==> config.mk <==
export PLATFORM = sky130hd
export DESIGN_NAME = display_scan_counter
export DESIGN_NICKNAME = d
export VERILOG_FILES = /design/src/rtl/display_scan_counter.sv
export SDC_FILE = /design/constraint.sdc
export NUM_CORES = 1
export LEC_CHECK = 0
export CAP_MARGIN = 15
export CORE_MARGIN = 2
export CORE_UTILIZATION = 45
export CTS_BUF_LIST = sky130_fd_sc_hd__clkbuf_4
export CTS_CLUSTER_SIZE = 28
export DETAILED_ROUTE_END_ITERATION = 12
export MAX_ROUTING_LAYER = met4
export PLACE_DENSITY = 0.75
export SLEW_MARGIN = 20
export SYNTH_ARGS = -nofsm -noshare
export SYNTH_HDL_FRONTEND = slang
export SYNTH_SLANG_ARGS = --single-unit
export TNS_END_PERCENT = 5
==> constraint.sdc <==
create_clock -name i_clk -period 3.3 [get_ports i_clk]
set_input_delay 0.825 -clock i_clk [delete_from_list [all_inputs] [get_ports i_clk]]
set_output_delay 0.825 -clock i_clk [all_outputs]
set_load 0.005 [all_outputs]
==> src/rtl/display_scan_counter.sv <==
// Row/column scan position counter for a ROWS x COLS display frame.
// Steps up or down on column/row requests, wraps or halts at frame end, and flags line/frame completion.
module display_scan_counter #(
    parameter int ROWS  = 21,
    parameter int COLS  = 32,
    parameter int ROW_W = $clog2(ROWS),
    parameter int COL_W = $clog2(COLS)
) (
    input  logic             i_clk,
    input  logic             i_rst,
    input  logic             i_en,
    input  logic             i_add_col,
    input  logic             i_add_row,
    input  logic             i_dir,
    input  logic             i_sat,
    input  logic             i_load,
    input  logic [ROW_W-1:0] i_load_row,
    input  logic [COL_W-1:0] i_load_col,
    output logic [ROW_W-1:0] o_row,
    output logic [COL_W-1:0] o_col,
    output logic             o_line_done,
    output logic             o_frame_done,
    output logic             o_halted
);

    localparam logic [ROW_W-1:0] ROW_MAX  = ROW_W'(ROWS - 1);
    localparam logic [COL_W-1:0] COL_MAX  = COL_W'(COLS - 1);
    localparam logic [ROW_W-1:0] ROW_ZERO = ROW_W'(0);
    localparam logic [COL_W-1:0] COL_ZERO = COL_W'(0);
    localparam logic [ROW_W-1:0] ROW_ONE  = ROW_W'(1);
    localparam logic [COL_W-1:0] COL_ONE  = COL_W'(1);

    typedef enum logic [0:0] {
        RUN  = 1'b0,
        HALT = 1'b1
    } state_t;

    state_t           state_r;
    state_t           state_s;
    logic [ROW_W-1:0] row_r;
    logic [ROW_W-1:0] row_s;
    logic [COL_W-1:0] col_r;
    logic [COL_W-1:0] col_s;
    logic             line_done_r;
    logic             line_done_s;
    logic             frame_done_r;
    logic             frame_done_s;

    logic [COL_W-1:0] col_start_s;
    logic [COL_W-1:0] col_end_s;
    logic             at_frame_edge_s;
    logic             row_step_s;

    // Direction-dependent line start/end and the frame-edge row for the next step
    always_comb begin
        col_start_s     = COL_ZERO;
        col_end_s       = COL_MAX;
        at_frame_edge_s = 1'b0;
        if (i_dir) begin
            col_start_s     = COL_MAX;
            col_end_s       = COL_ZERO;
            at_frame_edge_s = (row_r == ROW_ZERO);
        end else begin
            col_start_s     = COL_ZERO;
            col_end_s       = COL_MAX;
            at_frame_edge_s = (row_r == ROW_MAX);
        end
        row_step_s = i_add_row || (i_add_col && (col_r == col_end_s));
    end

    // Next-state, next-position and pulse logic; priority load > hold > row > col
    always_comb begin
        state_s      = state_r;
        row_s        = row_r;
        col_s        = col_r;
        line_done_s  = 1'b0;
        frame_done_s = 1'b0;
        if (i_load) begin
            row_s   = (i_load_row > ROW_MAX) ? ROW_MAX : i_load_row;
            col_s   = (i_load_col > COL_MAX) ? COL_MAX : i_load_col;
            state_s = RUN;
        end else if (!i_en || (state_r == HALT)) begin
            state_s = state_r;
        end else if (row_step_s) begin
            line_done_s = 1'b1;
            if (at_frame_edge_s) begin
                frame_done_s = 1'b1;
                if (i_sat) begin
                    // Park on the frame end instead of wrapping
                    row_s   = i_dir ? ROW_ZERO : ROW_MAX;
                    col_s   = col_end_s;
                    state_s = HALT;
                end else begin
                    row_s = i_dir ? ROW_MAX : ROW_ZERO;
                    col_s = col_start_s;
                end
            end else begin
                row_s = i_dir ? (row_r - ROW_ONE) : (row_r + ROW_ONE);
                col_s = col_start_s;
            end
        end else if (i_add_col) begin
            col_s = i_dir ? (col_r - COL_ONE) : (col_r + COL_ONE);
        end else begin
            state_s = state_r;
        end
    end

    // State, position and pulse registers
    always_ff @(posedge i_clk or posedge i_rst) begin
        if (i_rst) begin
            state_r      <= RUN;
            row_r        <= ROW_ZERO;
            col_r        <= COL_ZERO;
            line_done_r  <= 1'b0;
            frame_done_r <= 1'b0;
        end else begin
            state_r      <= state_s;
            row_r        <= row_s;
            col_r        <= col_s;
            line_done_r  <= line_done_s;
            frame_done_r <= frame_done_s;
        end
    end

    assign o_row        = row_r;
    assign o_col        = col_r;
    assign o_line_done  = line_done_r;
    assign o_frame_done = frame_done_r;
    assign o_halted     = (state_r == HALT);

endmodule

==> impl_results.html <==
<table>
<tr><th>Metric</th><th>Value</th></tr>
<tr><th colspan="2">Setup path</th></tr>
<tr><td>Origin of the worst setup path</td><td>i_dir</td></tr>
<tr><td>Setup slack of the most critical reg-to-reg path</td><td>1.27 ns</td></tr>
<tr><td>Number of cell instances on the worst register-to-register path</td><td>6</td></tr>
<tr><td>Worst setup EP type</td><td>flop</td></tr>
<tr><td>CP endpoint</td><td>o_row[4]</td></tr>
<tr><td>Critical Path Fanout Max</td><td>10</td></tr>
<tr><td>Cell chain of the critical path</td><td>clkdlybuf4s50_1, fa_1, a21o_1, a21oi_1, xnor2_1, mux2_2, a31oi_2</td></tr>
<tr><td>Critical Path RT</td><td>3.51 ns</td></tr>
<tr><td>Worst-path cell with the longest stage delay</td><td>sky130_fd_sc_hd__clkdlybuf4s50_1</td></tr>
<tr><td>Crit path kind</td><td>input pin to flop</td></tr>
<tr><td>Data arrival at the endpoint of the critical path</td><td>3.03 ns</td></tr>
<tr><td>Startpoint of the worst register-to-register path</td><td>o_row[0]</td></tr>
<tr><td>Largest stage delay, worst path</td><td>0.64 ns</td></tr>
<tr><td>Worst flop-to-flop path endpoint</td><td>o_row[4]</td></tr>
<tr><td>CP startpoint kind</td><td>input pin</td></tr>
<tr><th colspan="2">Detailed routing</th></tr>
<tr><td>DRC viols</td><td>0</td></tr>
<tr><td>Total number of vias</td><td>1058</td></tr>
<tr><td>Via-to-Cell Ratio</td><td>5.72</td></tr>
<tr><td>Iteration count of the initial detailed-routing pass</td><td>4</td></tr>
<tr><td>Average detailed-routed wire length per instance</td><td>15.4 um</td></tr>
<tr><td>Total wirelength of the detailed-routed design</td><td>2840 um</td></tr>
<tr><td>Detailed router's first-iteration violation count</td><td>30</td></tr>
<tr><td>Number of nets with antenna violations after detailed routing</td><td>0</td></tr>
<tr><th colspan="2">Power</th></tr>
<tr><td>Power after layout</td><td>727 uW</td></tr>
<tr><td>Sw frac</td><td>38.0%</td></tr>
<tr><td>Maximum vdd drop</td><td>0.301 mV</td></tr>
<tr><td>Power density relative to cell area</td><td>483 mW/mm2</td></tr>
<tr><td>Static leakage</td><td>0.000637 uW</td></tr>
<tr><td>Clock share of power</td><td>15.9%</td></tr>
<tr><td>Sequential cell fraction of total power</td><td>34.0%</td></tr>
<tr><td>Pint</td><td>451 uW</td></tr>
<tr><td>Net switching component of the power</td><td>276 uW</td></tr>
<tr><td>Combinational Power Share</td><td>50.1%</td></tr>
<tr><th colspan="2">Synthesis</th></tr>
<tr><td>Area fraction in and, or, nand and nor cells after synthesis</td><td>19.9%</td></tr>
<tr><td>FFs w/ async S/R, synth</td><td>100%</td></tr>
<tr><td>Multiplexer area fraction after synthesis</td><td>4.91%</td></tr>
<tr><td>Dominant synthesized flop cell</td><td>sky130_fd_sc_hd__dfrtp_1</td></tr>
<tr><td>Synthesized-area fraction occupied by ao, oa, aoi and oai cells</td><td>26.2%</td></tr>
<tr><td>Post-synthesis instance total</td><td>123</td></tr>
<tr><td>Count of different cell masters after synthesis</td><td>42</td></tr>
<tr><td>Part of the Yosys area used for sequential elements</td><td>28.4%</td></tr>
<tr><td>Count of flip-flops with a built-in enable after synthesis</td><td>0</td></tr>
<tr><td>Post-synth design cell area</td><td>0.00115 mm2</td></tr>
<tr><td>Xor and xnor area share after synthesis</td><td>6.11%</td></tr>
<tr><td>Register bit count reported by yosys</td><td>13</td></tr>
<tr><td>Post-synthesis share of cell area spent on full adders, half adders and majority gates</td><td>10.0%</td></tr>
<tr><td>Synthesis warning total</td><td>0</td></tr>
<tr><td>Dominant combinational cell family by area after synthesis</td><td>compound AO/OA/AOI/OAI gates</td></tr>
<tr><td>Mean area per synthesized cell</td><td>9.32 um2</td></tr>
<tr><td>Post-synthesis net count</td><td>149</td></tr>
<tr><th colspan="2">Global routing</th></tr>
<tr><td>Number of global-route vias before repair</td><td>973</td></tr>
<tr><td>Maximum number of pins on one net before global-route repair</td><td>19</td></tr>
<tr><td>Number of antenna violations at the first check in global routing</td><td>0</td></tr>
<tr><td>Total Routing Usage GR</td><td>22.2%</td></tr>
<tr><td>Wire length of the first global-routing pass</td><td>4510 um</td></tr>
<tr><td>Overflow left after global routing</td><td>0</td></tr>
<tr><th colspan="2">Clock network</th></tr>
<tr><td>CTS tree</td><td>yes</td></tr>
<tr><td>Count of hold buffers inserted by post-cts repair</td><td>0</td></tr>
<tr><td>Post-CTS sizing</td><td>0</td></tr>
<tr><td>Inserted Clock Buffers</td><td>3</td></tr>
<tr><td>Number of levels in the clock H-tree</td><td>1</td></tr>
<tr><td>Clock Root Buffer</td><td>sky130_fd_sc_hd__clkbuf_4</td></tr>
<tr><td>Clock insertion delay at the later pin of the skew report</td><td>0.29 ns</td></tr>
<tr><td>Reg clk slew, reported paths</td><td>0.09 ns</td></tr>
<tr><td>Clock Path Buffers</td><td>2</td></tr>
<tr><td>Clk sinks</td><td>13</td></tr>
<tr><td>Buffers inserted by post-CTS timing repair</td><td>0</td></tr>
<tr><th colspan="2">Final layout</th></tr>
<tr><td>Count of placed standard cells in the final layout, fillers left out</td><td>185</td></tr>
<tr><td>Number of diodes added for antenna fixing</td><td>0</td></tr>
<tr><td>Number of nets at the end of the flow</td><td>182</td></tr>
<tr><td>Relative area change from synthesis to final layout</td><td>31.2%</td></tr>
<tr><td>Share of final-layout standard cells stronger than drive strength 1</td><td>11.6%</td></tr>
<tr><th colspan="2">STA</th></tr>
<tr><td>Number of pins with negative max-slew slack in the final report</td><td>0</td></tr>
<tr><td>Final sum of negative setup slack</td><td>0 ns</td></tr>
<tr><td>Endpoints failing hold</td><td>0</td></tr>
<tr><td>Actual transition at the worst max-transition pin</td><td>0.517 ns</td></tr>
<tr><td>Fin crit share</td><td>85.4%</td></tr>
<tr><td>Count of final setup violators</td><td>0</td></tr>
<tr><td>Worst max-slew margin expressed relative to the limit</td><td>65.5%</td></tr>
<tr><td>Setup skew after layout</td><td>0.00338 ns</td></tr>
<tr><td>Fin Hold WS</td><td>0.547 ns</td></tr>
<tr><td>Peak clock frequency supported by timing</td><td>0.355 GHz</td></tr>
<tr><td>Unrepaired setup endpoints after global routing</td><td>no</td></tr>
<tr><td>Minimum clock period</td><td>2.82 ns</td></tr>
<tr><th colspan="2">Worst hold path</th></tr>
<tr><td>Hold Crit Class</td><td>flop to flop</td></tr>
<tr><th colspan="2">Placement</th></tr>
<tr><td>Dpl cells</td><td>181</td></tr>
<tr><td>Final weighted congestion of routability-driven global placement</td><td>0.848</td></tr>
<tr><td>Count of buffers inserted at the top-level ports</td><td>30</td></tr>
<tr><td>HPWL after detailed placement</td><td>2210 um</td></tr>
<tr><th colspan="2">Die</th></tr>
<tr><td>Starting utilization of the core area</td><td>46.7%</td></tr>
<tr><td>Count of boundary I/O pins</td><td>31</td></tr>
<tr><td>Floorplan row count</td><td>18</td></tr>
<tr><td>Die width</td><td>54.5 um</td></tr>
<tr><td>Area inside the core boundary</td><td>0.00245 mm2</td></tr>
<tr><td>Full die area</td><td>0.00297 mm2</td></tr>
<tr><td>Vertical die dimension</td><td>54.5 um</td></tr>
<tr><th colspan="2">Run</th></tr>
<tr><td>Maximum Capacitance Violations</td><td>0</td></tr>
<tr><th colspan="2">Status</th></tr>
<tr><td>Status</td><td>completed</td></tr>
</table>
## worst max-delay path, delay by kind of cell
kind | cells | cell delay (ns)
multiplexers | 1 | 0.36
XOR/XNOR | 1 | 0.14
AO/OA/AOI/OAI | 3 | 0.50
buffers and inverters | 1 | 0.64
adder cells (fa/ha/maj) | 1 | 0.55
## state kept, by name, summed over array words and instances (netlist names)
signal,count
o_frame_done,1
o_col,5
o_line_done,1
o_row,5
o_halted,1
## power groups by stage
stage / sequential (uW) / combinational (uW) / clock [uW]
CTS: 247 / 366 / 119
global placement: 249 / 352 / 0
finish: 247 / 364 / 115
global route: 253 / 401 / 125
floorplan: 240 / 231 / 0
detailed placement: 250 / 364 / 0
## cells by family (layout without fill, tap and decap cells)
kind of cell / Yosys count / in the layout
AO/OA/AOI/OAI: 41 / 41
AND/OR/NAND/NOR: 37 / 37
flip-flops: 13 / 13
buffers and inverters: 11 / 43
adder cells (fa/ha/maj): 8 / 8
XOR/XNOR: 8 / 8
multiplexers: 5 / 5
## per-stage QoR
step	util (%)	worst slack, ns	instance area (um2)
2_1_floorplan	-	1.01	1150
3_3_place_gp	60.0	0.248	1470
5_1_grt	61.3	0.343	1500
6_report	61.3	0.481	1500
4_1_cts	61.3	0.479	1500
3_5_place_dp	60.0	0.175	1470
## placed cells by master (no fill, tap or decap), types with 3 or more instances in the layout
cell and n:
sky130_fd_sc_hd__a21oi_1 9, sky130_fd_sc_hd__a21o_1 4, sky130_fd_sc_hd__o22ai_1 4, sky130_fd_sc_hd__nor2_1 7, sky130_fd_sc_hd__o21ai_1 4, sky130_fd_sc_hd__dfrtp_1 13
sky130_fd_sc_hd__nand2_1 9, sky130_fd_sc_hd__inv_1 7, sky130_fd_sc_hd__ha_1 6, sky130_fd_sc_hd__clkdlybuf4s50_1 30, sky130_fd_sc_hd__a31oi_1 3, sky130_fd_sc_hd__clkbuf_4 4
sky130_fd_sc_hd__nand3_1 4, sky130_fd_sc_hd__o21ai_0 4, sky130_fd_sc_hd__mux2i_1 3, sky130_fd_sc_hd__xnor2_1 6, sky130_fd_sc_hd__nor3_1 4
## synthesized netlist by cell type, drive strengths merged, types with 2 or more instances
cell type  number  area (um2)
nor3b           2        25.0
nand2b          2        12.5
dfrtp          13         325
xnor2           6        52.6
fa              2        40.0
o22ai           4        25.0
o21a            3        30.0
a31oi           4        31.3
o21ai          10        72.6
nand2           9        33.8
a21oi          10        53.8
ha              6        75.1
nor2            8        46.3
inv             7        26.3
o221a           2        22.5
buf             3        21.3
a21o            4        30.0
nor3            5        30.0
mux2i           3        30.0
mux2            2        26.3
xor2            2        17.5
and3b           2        17.5
nand3           4        20.0
## final cells by class
class                   count  area [um2]
repair buffers             32         315
multi-input cells          99         769
clock buffers               4        30.0
inverters                   7        26.3
flip-flops and latches     13         325
well taps                  30        37.5
fillers                   213         951
## metal layers
layer | track usage, % | vias to the layer above | wire length, um
li1 | - | 515 | -
met1 | 28.6 | 518 | 1250
met2 | 35.3 | 21 | 1450
met3 | 4.64 | 4 | 120
met4 | 5.83 | 0 | 21
met5 | - | - | 0
## worst min-delay path by stage
stage	start	end	slack, ns	cells after the start
floorplan	o_halted	o_halted	0.50	2
global placement	o_halted	o_halted	0.50	2
detailed placement	o_halted	o_halted	0.53	2
CTS	o_halted	o_halted	0.56	2
global route	o_halted	o_halted	0.59	2
finish	o_halted	o_halted	0.55	2
No activity file was read; power rests on OpenSTA's default activity.
